==> src/rtl/usb_rx_packet_writer_pkg.sv <==
// usb_rx_packet_writer_pkg: PID constants, CRC16 constants and FSM encoding shared by the USB RX packet writer.
package usb_rx_packet_writer_pkg;
    localparam logic [15:0] CRC16_INIT     = 16'hFFFF;
    localparam logic [15:0] CRC16_RESIDUAL = 16'hB001;
    localparam logic [15:0] CRC16_POLY     = 16'hA001;
    localparam logic [3:0]  PID_DATA0      = 4'h3;
    localparam logic [3:0]  PID_DATA1      = 4'hB;
    typedef enum logic [2:0] {S_IDLE, S_DATA, S_HOLD, S_DROP, S_DROP_HELD} state_e;
    function automatic logic is_data_pid(input logic [3:0] pid);
        return pid == PID_DATA0 || pid == PID_DATA1;
    endfunction
endpackage

==> src/rtl/usb_rx_packet_writer_if.sv <==
// usb_rx_packet_writer_if: decoder/CPU-side signals of the RX packet writer; master drives the stream, slave is the writer.
interface usb_rx_packet_writer_if #(parameter int ADDR_W = 8);
    logic [7:0]        rx_byte;
    logic              rx_byte_valid;
    logic              rx_eop;
    logic              rx_error;
    logic              packet_ack;
    logic [ADDR_W-1:0] buf_write_address;
    logic [31:0]       buf_write_value;
    logic [3:0]        buf_write_sections;
    logic              packet_ready;
    logic [3:0]        packet_pid;
    logic [10:0]       packet_length;
    logic              packet_crc_ok;
    logic [7:0]        dropped_count;
    modport master (
        output rx_byte, rx_byte_valid, rx_eop, rx_error, packet_ack,
        input  buf_write_address, buf_write_value, buf_write_sections,
        input  packet_ready, packet_pid, packet_length, packet_crc_ok, dropped_count
    );
    modport slave (
        input  rx_byte, rx_byte_valid, rx_eop, rx_error, packet_ack,
        output buf_write_address, buf_write_value, buf_write_sections,
        output packet_ready, packet_pid, packet_length, packet_crc_ok, dropped_count
    );
endinterface

==> src/rtl/usb_rx_packet_writer_crc16.sv <==
// usb_rx_packet_writer_crc16: one-byte combinational CRC16 step, reflected polynomial, LSB first.
module usb_rx_packet_writer_crc16
    import usb_rx_packet_writer_pkg::*;
(
    input  logic [15:0] crc_i,
    input  logic [7:0]  byte_i,
    output logic [15:0] crc_o
);
    always_comb begin
        crc_o = crc_i ^ {8'h00, byte_i};
        for (int i = 0; i < 8; i++)
            crc_o = crc_o[0] ? ((crc_o >> 1) ^ CRC16_POLY) : (crc_o >> 1);
    end
endmodule

==> src/rtl/usb_rx_packet_writer.sv <==
// usb_rx_packet_writer: validates PID, writes payload bytes into the packet buffer, checks CRC16 and holds the packet until acked.
module usb_rx_packet_writer
    import usb_rx_packet_writer_pkg::*;
#(
    parameter int BUFFER_BYTES = 1024,
    parameter int ADDR_W       = 8
) (
    input logic                    clk48,
    input logic                    rst_n,
    usb_rx_packet_writer_if.slave  bus
);
    state_e            state_q, state_d, st;
    logic [10:0]       count_q, count_d, len_q, len_d;
    logic [15:0]       crc_q, crc_d, crc_step;
    logic [3:0]        pid_q, pid_d, sec_q, sec_d;
    logic              ok_q, ok_d, ready_q, ready_d, enter_drop;
    logic [7:0]        drop_q, drop_d;
    logic [ADDR_W-1:0] addr_q, addr_d;
    logic [31:0]       val_q, val_d;

    usb_rx_packet_writer_crc16 u_crc (.crc_i(crc_q), .byte_i(bus.rx_byte), .crc_o(crc_step));

    always_comb begin
        // An ack arriving in HOLD releases the packet in the same cycle, so a coincident byte is a fresh PID.
        st         = (state_q == S_HOLD && bus.packet_ack) ? S_IDLE : state_q;
        state_d    = st;
        ready_d    = ready_q && !(state_q == S_HOLD && bus.packet_ack);
        count_d    = count_q;
        crc_d      = crc_q;
        pid_d      = pid_q;
        len_d      = len_q;
        ok_d       = ok_q;
        sec_d      = 4'h0;
        addr_d     = addr_q;
        val_d      = val_q;
        enter_drop = 1'b0;
        case (st)
            S_IDLE: if (bus.rx_byte_valid) begin
                if (bus.rx_byte[3:0] == ~bus.rx_byte[7:4]) begin
                    pid_d   = bus.rx_byte[3:0];
                    count_d = 11'd0;
                    crc_d   = CRC16_INIT;
                    state_d = S_DATA;
                end else begin
                    enter_drop = 1'b1;
                    state_d    = bus.rx_eop ? S_IDLE : S_DROP;
                end
            end
            S_DATA: if (bus.rx_error) begin
                enter_drop = 1'b1;
                state_d    = S_DROP;
            end else if (bus.rx_byte_valid && count_q == 11'(BUFFER_BYTES)) begin
                enter_drop = 1'b1;
                state_d    = bus.rx_eop ? S_IDLE : S_DROP;
            end else begin
                if (bus.rx_byte_valid) begin
                    addr_d  = count_q[ADDR_W+1:2];
                    sec_d   = 4'b0001 << count_q[1:0];
                    val_d   = {4{bus.rx_byte}};
                    count_d = count_q + 11'd1;
                    crc_d   = crc_step;
                end
                if (bus.rx_eop) begin
                    len_d   = count_d;
                    ok_d    = is_data_pid(pid_q) ? (count_d >= 11'd2 && crc_d == CRC16_RESIDUAL) : 1'b1;
                    ready_d = 1'b1;
                    state_d = S_HOLD;
                end
            end
            S_HOLD: if (bus.rx_byte_valid) begin
                enter_drop = 1'b1;
                state_d    = bus.rx_eop ? S_HOLD : S_DROP_HELD;
            end
            S_DROP:      state_d = bus.rx_eop ? S_IDLE : S_DROP;
            S_DROP_HELD: state_d = bus.rx_eop ? S_HOLD : S_DROP_HELD;
            default:     state_d = S_IDLE;
        endcase
        drop_d = drop_q + {7'd0, enter_drop && drop_q != 8'hFF};
    end

    always_ff @(posedge clk48 or negedge rst_n) begin
        if (!rst_n) begin
            state_q <= S_IDLE;
            count_q <= 11'd0;
            crc_q   <= CRC16_INIT;
            pid_q   <= 4'h0;
            len_q   <= 11'd0;
            ok_q    <= 1'b0;
            ready_q <= 1'b0;
            drop_q  <= 8'h00;
            sec_q   <= 4'h0;
            addr_q  <= '0;
            val_q   <= 32'h0;
        end else begin
            state_q <= state_d;
            count_q <= count_d;
            crc_q   <= crc_d;
            pid_q   <= pid_d;
            len_q   <= len_d;
            ok_q    <= ok_d;
            ready_q <= ready_d;
            drop_q  <= drop_d;
            sec_q   <= sec_d;
            addr_q  <= addr_d;
            val_q   <= val_d;
        end
    end

    assign bus.buf_write_address  = addr_q;
    assign bus.buf_write_value    = val_q;
    assign bus.buf_write_sections = sec_q;
    assign bus.packet_ready       = ready_q;
    assign bus.packet_pid         = pid_q;
    assign bus.packet_length      = len_q;
    assign bus.packet_crc_ok      = ok_q;
    assign bus.dropped_count      = drop_q;
endmodule

==> src/flat_wrapper.sv <==
// flat-port wrapper written by rule: the top's interface ports become plain ports
module usb_rx_packet_writer_flat import usb_rx_packet_writer_pkg::*;
#(
    parameter int BUFFER_BYTES = 1024,
    parameter int ADDR_W       = 8
)
  (clk48, rst_n, bus_rx_byte, bus_rx_byte_valid, bus_rx_eop, bus_rx_error, bus_packet_ack, bus_buf_write_address, bus_buf_write_value, bus_buf_write_sections, bus_packet_ready, bus_packet_pid, bus_packet_length, bus_packet_crc_ok, bus_dropped_count);
  usb_rx_packet_writer_if #(.ADDR_W(ADDR_W)) bus_i ();
  input logic clk48;
  input logic rst_n;
  input wire logic [$bits(bus_i.rx_byte)-1:0] bus_rx_byte;
  input wire logic [$bits(bus_i.rx_byte_valid)-1:0] bus_rx_byte_valid;
  input wire logic [$bits(bus_i.rx_eop)-1:0] bus_rx_eop;
  input wire logic [$bits(bus_i.rx_error)-1:0] bus_rx_error;
  input wire logic [$bits(bus_i.packet_ack)-1:0] bus_packet_ack;
  output wire logic [$bits(bus_i.buf_write_address)-1:0] bus_buf_write_address;
  output wire logic [$bits(bus_i.buf_write_value)-1:0] bus_buf_write_value;
  output wire logic [$bits(bus_i.buf_write_sections)-1:0] bus_buf_write_sections;
  output wire logic [$bits(bus_i.packet_ready)-1:0] bus_packet_ready;
  output wire logic [$bits(bus_i.packet_pid)-1:0] bus_packet_pid;
  output wire logic [$bits(bus_i.packet_length)-1:0] bus_packet_length;
  output wire logic [$bits(bus_i.packet_crc_ok)-1:0] bus_packet_crc_ok;
  output wire logic [$bits(bus_i.dropped_count)-1:0] bus_dropped_count;
  assign bus_i.rx_byte = bus_rx_byte;
  assign bus_i.rx_byte_valid = bus_rx_byte_valid;
  assign bus_i.rx_eop = bus_rx_eop;
  assign bus_i.rx_error = bus_rx_error;
  assign bus_i.packet_ack = bus_packet_ack;
  assign bus_buf_write_address = bus_i.buf_write_address;
  assign bus_buf_write_value = bus_i.buf_write_value;
  assign bus_buf_write_sections = bus_i.buf_write_sections;
  assign bus_packet_ready = bus_i.packet_ready;
  assign bus_packet_pid = bus_i.packet_pid;
  assign bus_packet_length = bus_i.packet_length;
  assign bus_packet_crc_ok = bus_i.packet_crc_ok;
  assign bus_dropped_count = bus_i.dropped_count;
  usb_rx_packet_writer #(.BUFFER_BYTES(BUFFER_BYTES), .ADDR_W(ADDR_W)) u_core (.clk48(clk48), .rst_n(rst_n), .bus(bus_i));
endmodule
==> config.mk <==
export PLATFORM = sky130hd
export DESIGN_NAME = usb_rx_packet_writer_flat
export DESIGN_NICKNAME = d
export VERILOG_FILES = /design/src/rtl/usb_rx_packet_writer_pkg.sv /design/src/rtl/usb_rx_packet_writer_if.sv /design/src/rtl/usb_rx_packet_writer_crc16.sv /design/src/rtl/usb_rx_packet_writer.sv /design/src/flat_wrapper.sv
export SDC_FILE = /design/constraint.sdc
export NUM_CORES = 1
export LEC_CHECK = 0
export ABC_AREA = 1
export CORE_UTILIZATION = 40
export CTS_CLUSTER_SIZE = 24
export DETAILED_ROUTE_END_ITERATION = 8
export GPL_TIMING_DRIVEN = 0
export PLACE_DENSITY = 0.77
export RECOVER_POWER = 100
export SYNTH_ARGS = -nofsm -noshare
export SYNTH_HDL_FRONTEND = slang
export SYNTH_SLANG_ARGS = --single-unit
==> constraint.sdc <==
create_clock -name clk48 -period 2 [get_ports clk48]
set_input_delay 0.4 -clock clk48 [delete_from_list [all_inputs] [get_ports clk48]]
set_output_delay 0.4 -clock clk48 [all_outputs]
set_load 0.1 [all_outputs]
==> metrics.md, run 1 <==
| Metric | Value |
|---|---|
| Register area share after synthesis | 0.438 |
| Setup Skew | 0.00496 ns |
| Outcome | finished with violations |
| Diodes inserted | 0 |
| Final nets | 715 |
| Beginning of the worst register-to-register path | u_core.state_q[0] |
| Max Cap Viol | 0 |
| Clk sinks | 75 |
| Worst R2R Path Depth | 14 |
| H-tree depth | 3 |
| Top Metal Used | met4 |
| Hold path cells | 3 |
| Slew headroom | 0.303 |
| Vias/cell | 5.15 |
| Flop2flop setup slack | -0.19 ns |
| Worst Tran Pin Value | 1.05 ns |
| Violated checks | negative setup slack |
| Largest net degree at the start of global routing | 57 |
| Worst-path clk slew | 0.08 ns |
| Metal3 WL | 834 µm |
| Die width | 106 µm |
| Die height | 106 µm |
| Clk Latency, worst-skew pair | 0.36 ns |
| Post-synth top area share | 0.341 |
| First-pass GRT wire length | 19.5 mm |
| DRT Wirelength | 12.6 mm |
| Hold worst-path end | u_core.bus.packet_pid[0] |
| Clk root buf | clkbuf_8 |
| Final count of pins violating max slew | 0 |
| Count of different cell masters after synthesis | 38 |
| Endpoint type of the worst setup path | flop |
| Met2 WL | 6.14 mm |
| Synth area leader | dfrtp_1 |
| Total number of vias | 4,306 |
| Period Utilization, post-route | 1.10 |
| Syn nets | 557 |
| Hold_ws | 0.381 ns |
| 1st-iter DRT viols | 255 |
| Met1 Wirelength | 5.34 mm |
| Ratio of cells with drive above 1 in the final layout | 0.453 |
| WS Path Type | flop to flop |
| RR Endpoint | u_core.bus.dropped_count[6] |
| Synth warn | 0 |
| Worst hold path class | input port to flop |
| Core footprint | 10,400 µm² |
| Port bufs | 81 |
| Overall fraction of global-route tracks in use | 0.221 |
| # rows | 37 |
| Seq cells post-synth | 75 |
| Crit path DAT | 2.48 ns |
| HPWL after DPL | 8.16 mm |
| Clock Path Buffers | 2 |
| Worst-path fanout max | 3 |
| Max Freq | 456 MHz |
| Die ar. | 11,200 µm² |
| Initial Util | 0.415 |
| Total CTS buffers | 9 |
| CTS tree | yes |
| Unrepaired setup endpoints after global routing | true |
| Minimum clock period | 2.19 ns |
| Beginning of the worst hold path | bus_rx_byte[0] |
| Setup-failing EPs final | 33 |
| Area growth syn-to-layout | 48.3% |
| Number of global-route vias before repair | 4,116 |
| Initial antenna violation count | 0 |
| WP data required | 2.29 ns |
| Layout filler cell count | 846 |
| Num ports | 83 |
| Startpoint types | flop |
| Per-cell routed wire length | 15.1 µm |
| Final Hold Vio Count | 0 |
| Mapped Area | 4330 µm² |
| RePlAce Congestion | 0.939 |
| DRT antenna net count | 0 |
| GRT overflow | 0 |
| Top cells by area, synth | dfrtp_1 (34%), nand2_1 (15%), dfstp_2 (9.7%) |
| Synthesized area per cell | 8.06 µm² |
| Mapped Cells | 537 |
| Drt first pass iters | 5 |
| Final WS setup | -0.193 ns |
| DRC | 0 |
==> per-stage QoR <==
stage	area [µm²]	setup WS, ns	TNS [ns]	utilization	instances
final	6420	-0.193	-3.30	0.616	836
after floorplan	4400	-0.150	-0.456	-	537
after global placement	5380	-2.23	-157.72	0.516	754
after detailed placement	5400	-0.848	-24.96	0.519	755
after CTS	6080	-0.169	-0.491	0.584	814
after global routing	6420	-0.327	-9.44	0.616	836
==> layer usage <==
layer  GRT usage  up-vias
met3      0.0460       29
met2       0.370      208
met4      0.0794        0
met5           0        -
li1            -     2032
met1       0.283     2037
==> sequential cells by signal, indices dropped and copies added (netlist names) <==
| signal | count |
|---|---|
| u_core.bus.buf_write_value | 8 |
| u_core.bus.dropped_count | 8 |
| u_core.bus.packet_ready | 1 |
| u_core.bus.packet_length | 11 |
| u_core.bus.buf_write_address | 8 |
| u_core.bus.packet_crc_ok | 1 |
| u_core.count_q | 11 |
| u_core.state_q | 3 |
| u_core.bus.packet_pid | 4 |
| u_core.crc_q | 16 |
| u_core.bus.buf_write_sections | 4 |
==> cell families (layout without fill, tap and decap cells) <==
logic type	after synthesis	in the layout	synth area share
DFF	75	75	0.438
muxes	1	1	0.00260
adders and majority gates	6	6	0.0173
AOI/OAI and AO/OA	83	83	0.134
buffers and inverters	99	262	0.119
xor gates and xnor gates	19	19	0.0385
and+or+nand+nor	254	254	0.251
==> cells in the mapped netlist (all sizes together) <==
| cell type | count |
|---|---|
| nand2 | 178 |
| dfrtp | 59 |
| inv | 58 |
| o21ai | 48 |
| buf | 35 |
| nand3 | 29 |
| nor2 | 29 |
| dfstp | 16 |
| a21oi | 11 |
| o22ai | 11 |
| xor2 | 11 |
| a22oi | 10 |
| nand4 | 10 |
| xnor2 | 8 |
| ha | 6 |
| nor3 | 4 |
| clkbuf | 3 |
| clkinv | 3 |
| nor4 | 3 |
| mux2 | 1 |
| o2111ai | 1 |
| o211ai | 1 |
| o31ai | 1 |
| or2 | 1 |
==> worst max path at each step <==
stage / endpoint / slack [ns] / start
after floorplan: u_core.bus.dropped_count[7] / -0.15 / u_core.count_q[0]
after global placement: u_core.bus.dropped_count[5] / -2.23 / rst_n
after detailed placement: u_core.bus.dropped_count[6] / -0.85 / bus_rx_byte[7]
after CTS: u_core.bus.dropped_count[6] / -0.17 / u_core.count_q[4]
after global routing: u_core.bus.dropped_count[6] / -0.33 / u_core.state_q[2]
final: u_core.bus.dropped_count[6] / -0.19 / u_core.state_q[0]
==> timing repair <==
action,in CTS,in global routing
buffers inserted,44,24
hold endpoints to repair,19,0
endpoints found under the setup margin,136,78
pin swaps,20,35
gates resized for setup,197,113
cloned,1,1
hold buffers,1,0
==> cells in the final DEF (no fill, tap or decap), types with 5 or more instances in the layout <==
cell type	instances
a21oi_1	7
a22oi_2	10
buf_2	5
buf_4	86
buf_6	6
clkbuf_2	14
clkbuf_8	10
clkdlybuf4s15_1	15
clkdlybuf4s15_2	41
dfrtp_1	50
dfrtp_2	9
dfstp_2	16
dlygate4sd2_1	6
inv_1	37
inv_2	20
nand2_1	146
nand2_2	27
nand3_1	22
nand3_2	5
nand4_1	10
nor2_1	18
nor2_2	6
nor2_4	5
o21ai_0	32
o21ai_1	12
o22ai_2	10
xnor2_2	5
xor2_1	8
==> worst max-delay path: stages (launching register included) <==
cell	delay, ns
dfrtp_1	0.40
inv_2	0.06
nand4_1	0.17
a21oi_2	0.25
nand2_2	0.11
nor2_4	0.13
o21ai_1	0.06
nand2_1	0.12
o31ai_1	0.07
inv_1	0.09
ha_4	0.17
ha_4	0.15
nand3_4	0.10
nor2_4	0.10
xor2_1	0.14
==> layout make-up <==
| cell class | instances | area (µm²) | area share |
|---|---|---|---|
| plain buffers | 37 | 287 | 0.0446 |
| clock buffers | 11 | 141 | 0.0220 |
| clock inverters | 5 | 77.6 | 0.0121 |
| inverters | 61 | 246 | 0.0384 |
| multi-input cells | 363 | 2240 | 0.350 |
| flip-flops and latches | 75 | 1910 | 0.297 |
| well taps | 136 | 170 | 0.0265 |
| repair buffers | 148 | 1340 | 0.209 |
Power of run 1 is not shown: default switching activity piles up to over one toggle a cycle in this logic, so the estimate is an artifact.
==> run 2, diff against run 1 <==
--- a/config.mk
+++ b/config.mk
@@ -6,11 +6,13 @@
 export NUM_CORES = 1
 export LEC_CHECK = 0
 export ABC_AREA = 1
-export CORE_UTILIZATION = 40
+export CAP_MARGIN = 15
+export CORE_UTILIZATION = 45
 export CTS_CLUSTER_SIZE = 24
 export DETAILED_ROUTE_END_ITERATION = 8
 export GPL_TIMING_DRIVEN = 0
-export PLACE_DENSITY = 0.77
+export HOLD_SLACK_MARGIN = 0.15
+export PLACE_DENSITY = 0.83
 export RECOVER_POWER = 100
 export SYNTH_ARGS = -nofsm -noshare
 export SYNTH_HDL_FRONTEND = slang
==> run 2 against run 1 <==
  * The flow finishes with violations (max-capacitance violations, max-slew violations, negative setup slack)
  * Sequential cell count stayed put
  * First-iteration DRC count is 1.6% higher
  * Die area shrank 11%
  * Wire length decreased by 10%
  * Clock skew grew 0.0035 ns
  * Critical path type unchanged
  * Critical endpoint unchanged
  * Highest routed layer unchanged
==> metrics.md, run 2 (same netlist as run 1, synthesis figures left out) <==
| Metric | Value |
|---|---|
| Setup Skew | 0.00848 ns |
| Max Cap Viol | 1 |
| Slew headroom | -0.238 |
| Layout filler cell count | 773 |
| Largest register by flop count | u_core.crc_q |
| Outcome | finished with violations |
| Area of the multi-input gates | 2190 µm² |
| Startpoint types | flop |
| Worst hold path class | input port to flop |
| Most frequent cells in the layout | nand2_1 (150), buf_4 (62), dfrtp_1 (49), clkdlybuf4s15_2 (43), inv_1 (37) |
| Final Hold Vio Count | 0 |
| Initial antenna violation count | 0 |
| Clk Latency, worst-skew pair | 0.36 ns |
| Vias/cell | 5.12 |
| Clk root buf | clkbuf_8 |
| DRT antenna net count | 0 |
| Drt first pass iters | 5 |
| WS Path Type | flop to flop |
| Total CTS buffers | 9 |
| Final non-filler cell area | 6110 µm² |
| Total number of vias | 4,084 |
| Area growth syn-to-layout | 41.3% |
| H-tree depth | 3 |
| 1st-iter DRT viols | 259 |
| Number of global-route vias before repair | 3,947 |
| Setup WS pre-CTS | -0.842 ns |
| Endpoint type of the worst setup path | flop |
| Setup-failing EPs final | 6 |
| Post-route setup TNS | -0.556 ns |
| RePlAce Congestion | 0.923 |
| Unrepaired setup endpoints after global routing | true |
| Max Freq | 460 MHz |
| Overall fraction of global-route tracks in use | 0.239 |
| DRT Wirelength | 11.4 mm |
| Worst-path clk slew | 0.07 ns |
| Minimum clock period | 2.17 ns |
| Final nets | 685 |
| Initial Util | 0.466 |
| Clk sinks | 75 |
| Most common cell after layout, fill and taps aside | nand2_1 |
| Hold path cells | 3 |
| Final WS setup | -0.172 ns |
| # rows | 35 |
| Max FFs per register | 16 |
| Worst-path fanout max | 3 |
| Port bufs | 81 |
| Period Utilization, post-route | 1.09 |
| DRC | 0 |
| Crit path DAT | 2.45 ns |
| HPWL after DPL | 7.90 mm |
| Placed Area | 5370 µm² |
| Register area | 1910 µm² |
| Ratio of cells with drive above 1 in the final layout | 0.401 |
| Largest net degree at the start of global routing | 76 |
| Core footprint | 9280 µm² |
| Num ports | 83 |
| GRT overflow | 0 |
| Cts hold-fix bufs | 0 |
| Worst Tran Pin Value | 1.86 ns |
| Per-cell routed wire length | 14.2 µm |
| Diodes inserted | 0 |
| Final count of pins violating max slew | 76 |
| Die ar. | 10,000 µm² |
| First-pass GRT wire length | 18.6 mm |
| Die height | 100 µm |
| Die width | 100 µm |
| CTS tree | yes |
| WP data required | 2.27 ns |
| Violated checks | max-capacitance violations, max-slew violations, negative setup slack |
| Worst R2R Path Depth | 14 |
| Clock Path Buffers | 2 |
[run 2: cell types whose count changed in the layout (fill, tap and decap cells not counted), moves of 3 or more]
| cell | delta |
|---|---|
| nand2_1 | +4 |
| nand3_2 | -3 |
| dlygate4sd2_1 | +3 |
| clkbuf_2 | -6 |
| nor2_1 | +3 |
| buf_4 | -24 |
| clkdlybuf4s15_1 | +4 |
| nand2_2 | -4 |
[run 2: cell type report]
| class | instances | area share |
|---|---|---|
| inverters | 61 | 0.0393 |
| multi-input cells | 363 | 0.358 |
| well taps | 129 | 0.0264 |
| clock inverters | 4 | 0.0121 |
| flip-flops and latches | 75 | 0.312 |
| repair buffers | 117 | 0.180 |
| plain buffers | 38 | 0.0477 |
| clock buffers | 11 | 0.0248 |
[run 2: per-stage QoR]
| stage | hold slack, ns | instances | util |
|---|---|---|---|
| after floorplan | 0.104 | 537 | - |
| final | 0.457 | 798 | 0.658 |
| after detailed placement | 0.470 | 747 | 0.578 |
| after global routing | 0.449 | 798 | 0.658 |
| after global placement | 0.469 | 747 | 0.578 |
| after CTS | 0.216 | 788 | 0.640 |
[run 2: repair_timing]
item | 4_1_cts | 5_1_grt
buffers inserted | 26 | 10
pin swaps | 26 | 24
setup endpoints to repair | 136 | 78
resized for setup | 211 | 63
cloned | 0 | 0
[run 2: final timing paths]
| check | start | end | slack (ns) |
|---|---|---|---|
| max | u_core.state_q[0] | u_core.bus.dropped_count[6] | -0.17 |
| min | bus_rx_byte_valid | u_core.bus.buf_write_sections[3] | 0.46 |
| max reg2reg | u_core.state_q[0] | u_core.bus.dropped_count[6] | -0.17 |
| min reg2reg | u_core.bus.dropped_count[7] | u_core.bus.dropped_count[7] | 0.48 |
| max in group asynchronous | rst_n | u_core.bus.dropped_count[6] | 0.23 |
| min in group asynchronous | rst_n | u_core.bus.packet_length[8] | 0.54 |
[run 2: worst max-delay path, cell delays in order, from the launching register on]
cell and delay (ns):
dfrtp_2 0.44, inv_4 0.06, nand4_1 0.13, a21oi_2 0.22, nand2_2 0.11, nor2_4 0.13
o21ai_2 0.06, nand2_1 0.11, o31ai_1 0.07, inv_1 0.09, ha_4 0.16, ha_4 0.16
nand3_4 0.09, nor2_4 0.09, xor2_1 0.15
[run 2: layer usage]
layer | vias up | global-route usage | share of wire
li1 | 1959 | - | -
met1 | 1948 | 0.315 | 0.45
met2 | 159 | 0.398 | 0.47
met3 | 18 | 0.0320 | 0.062
met4 | 0 | 0.101 | 0.020
met5 | - | 0 | 0
Power of run 2 is left out for the same reason.
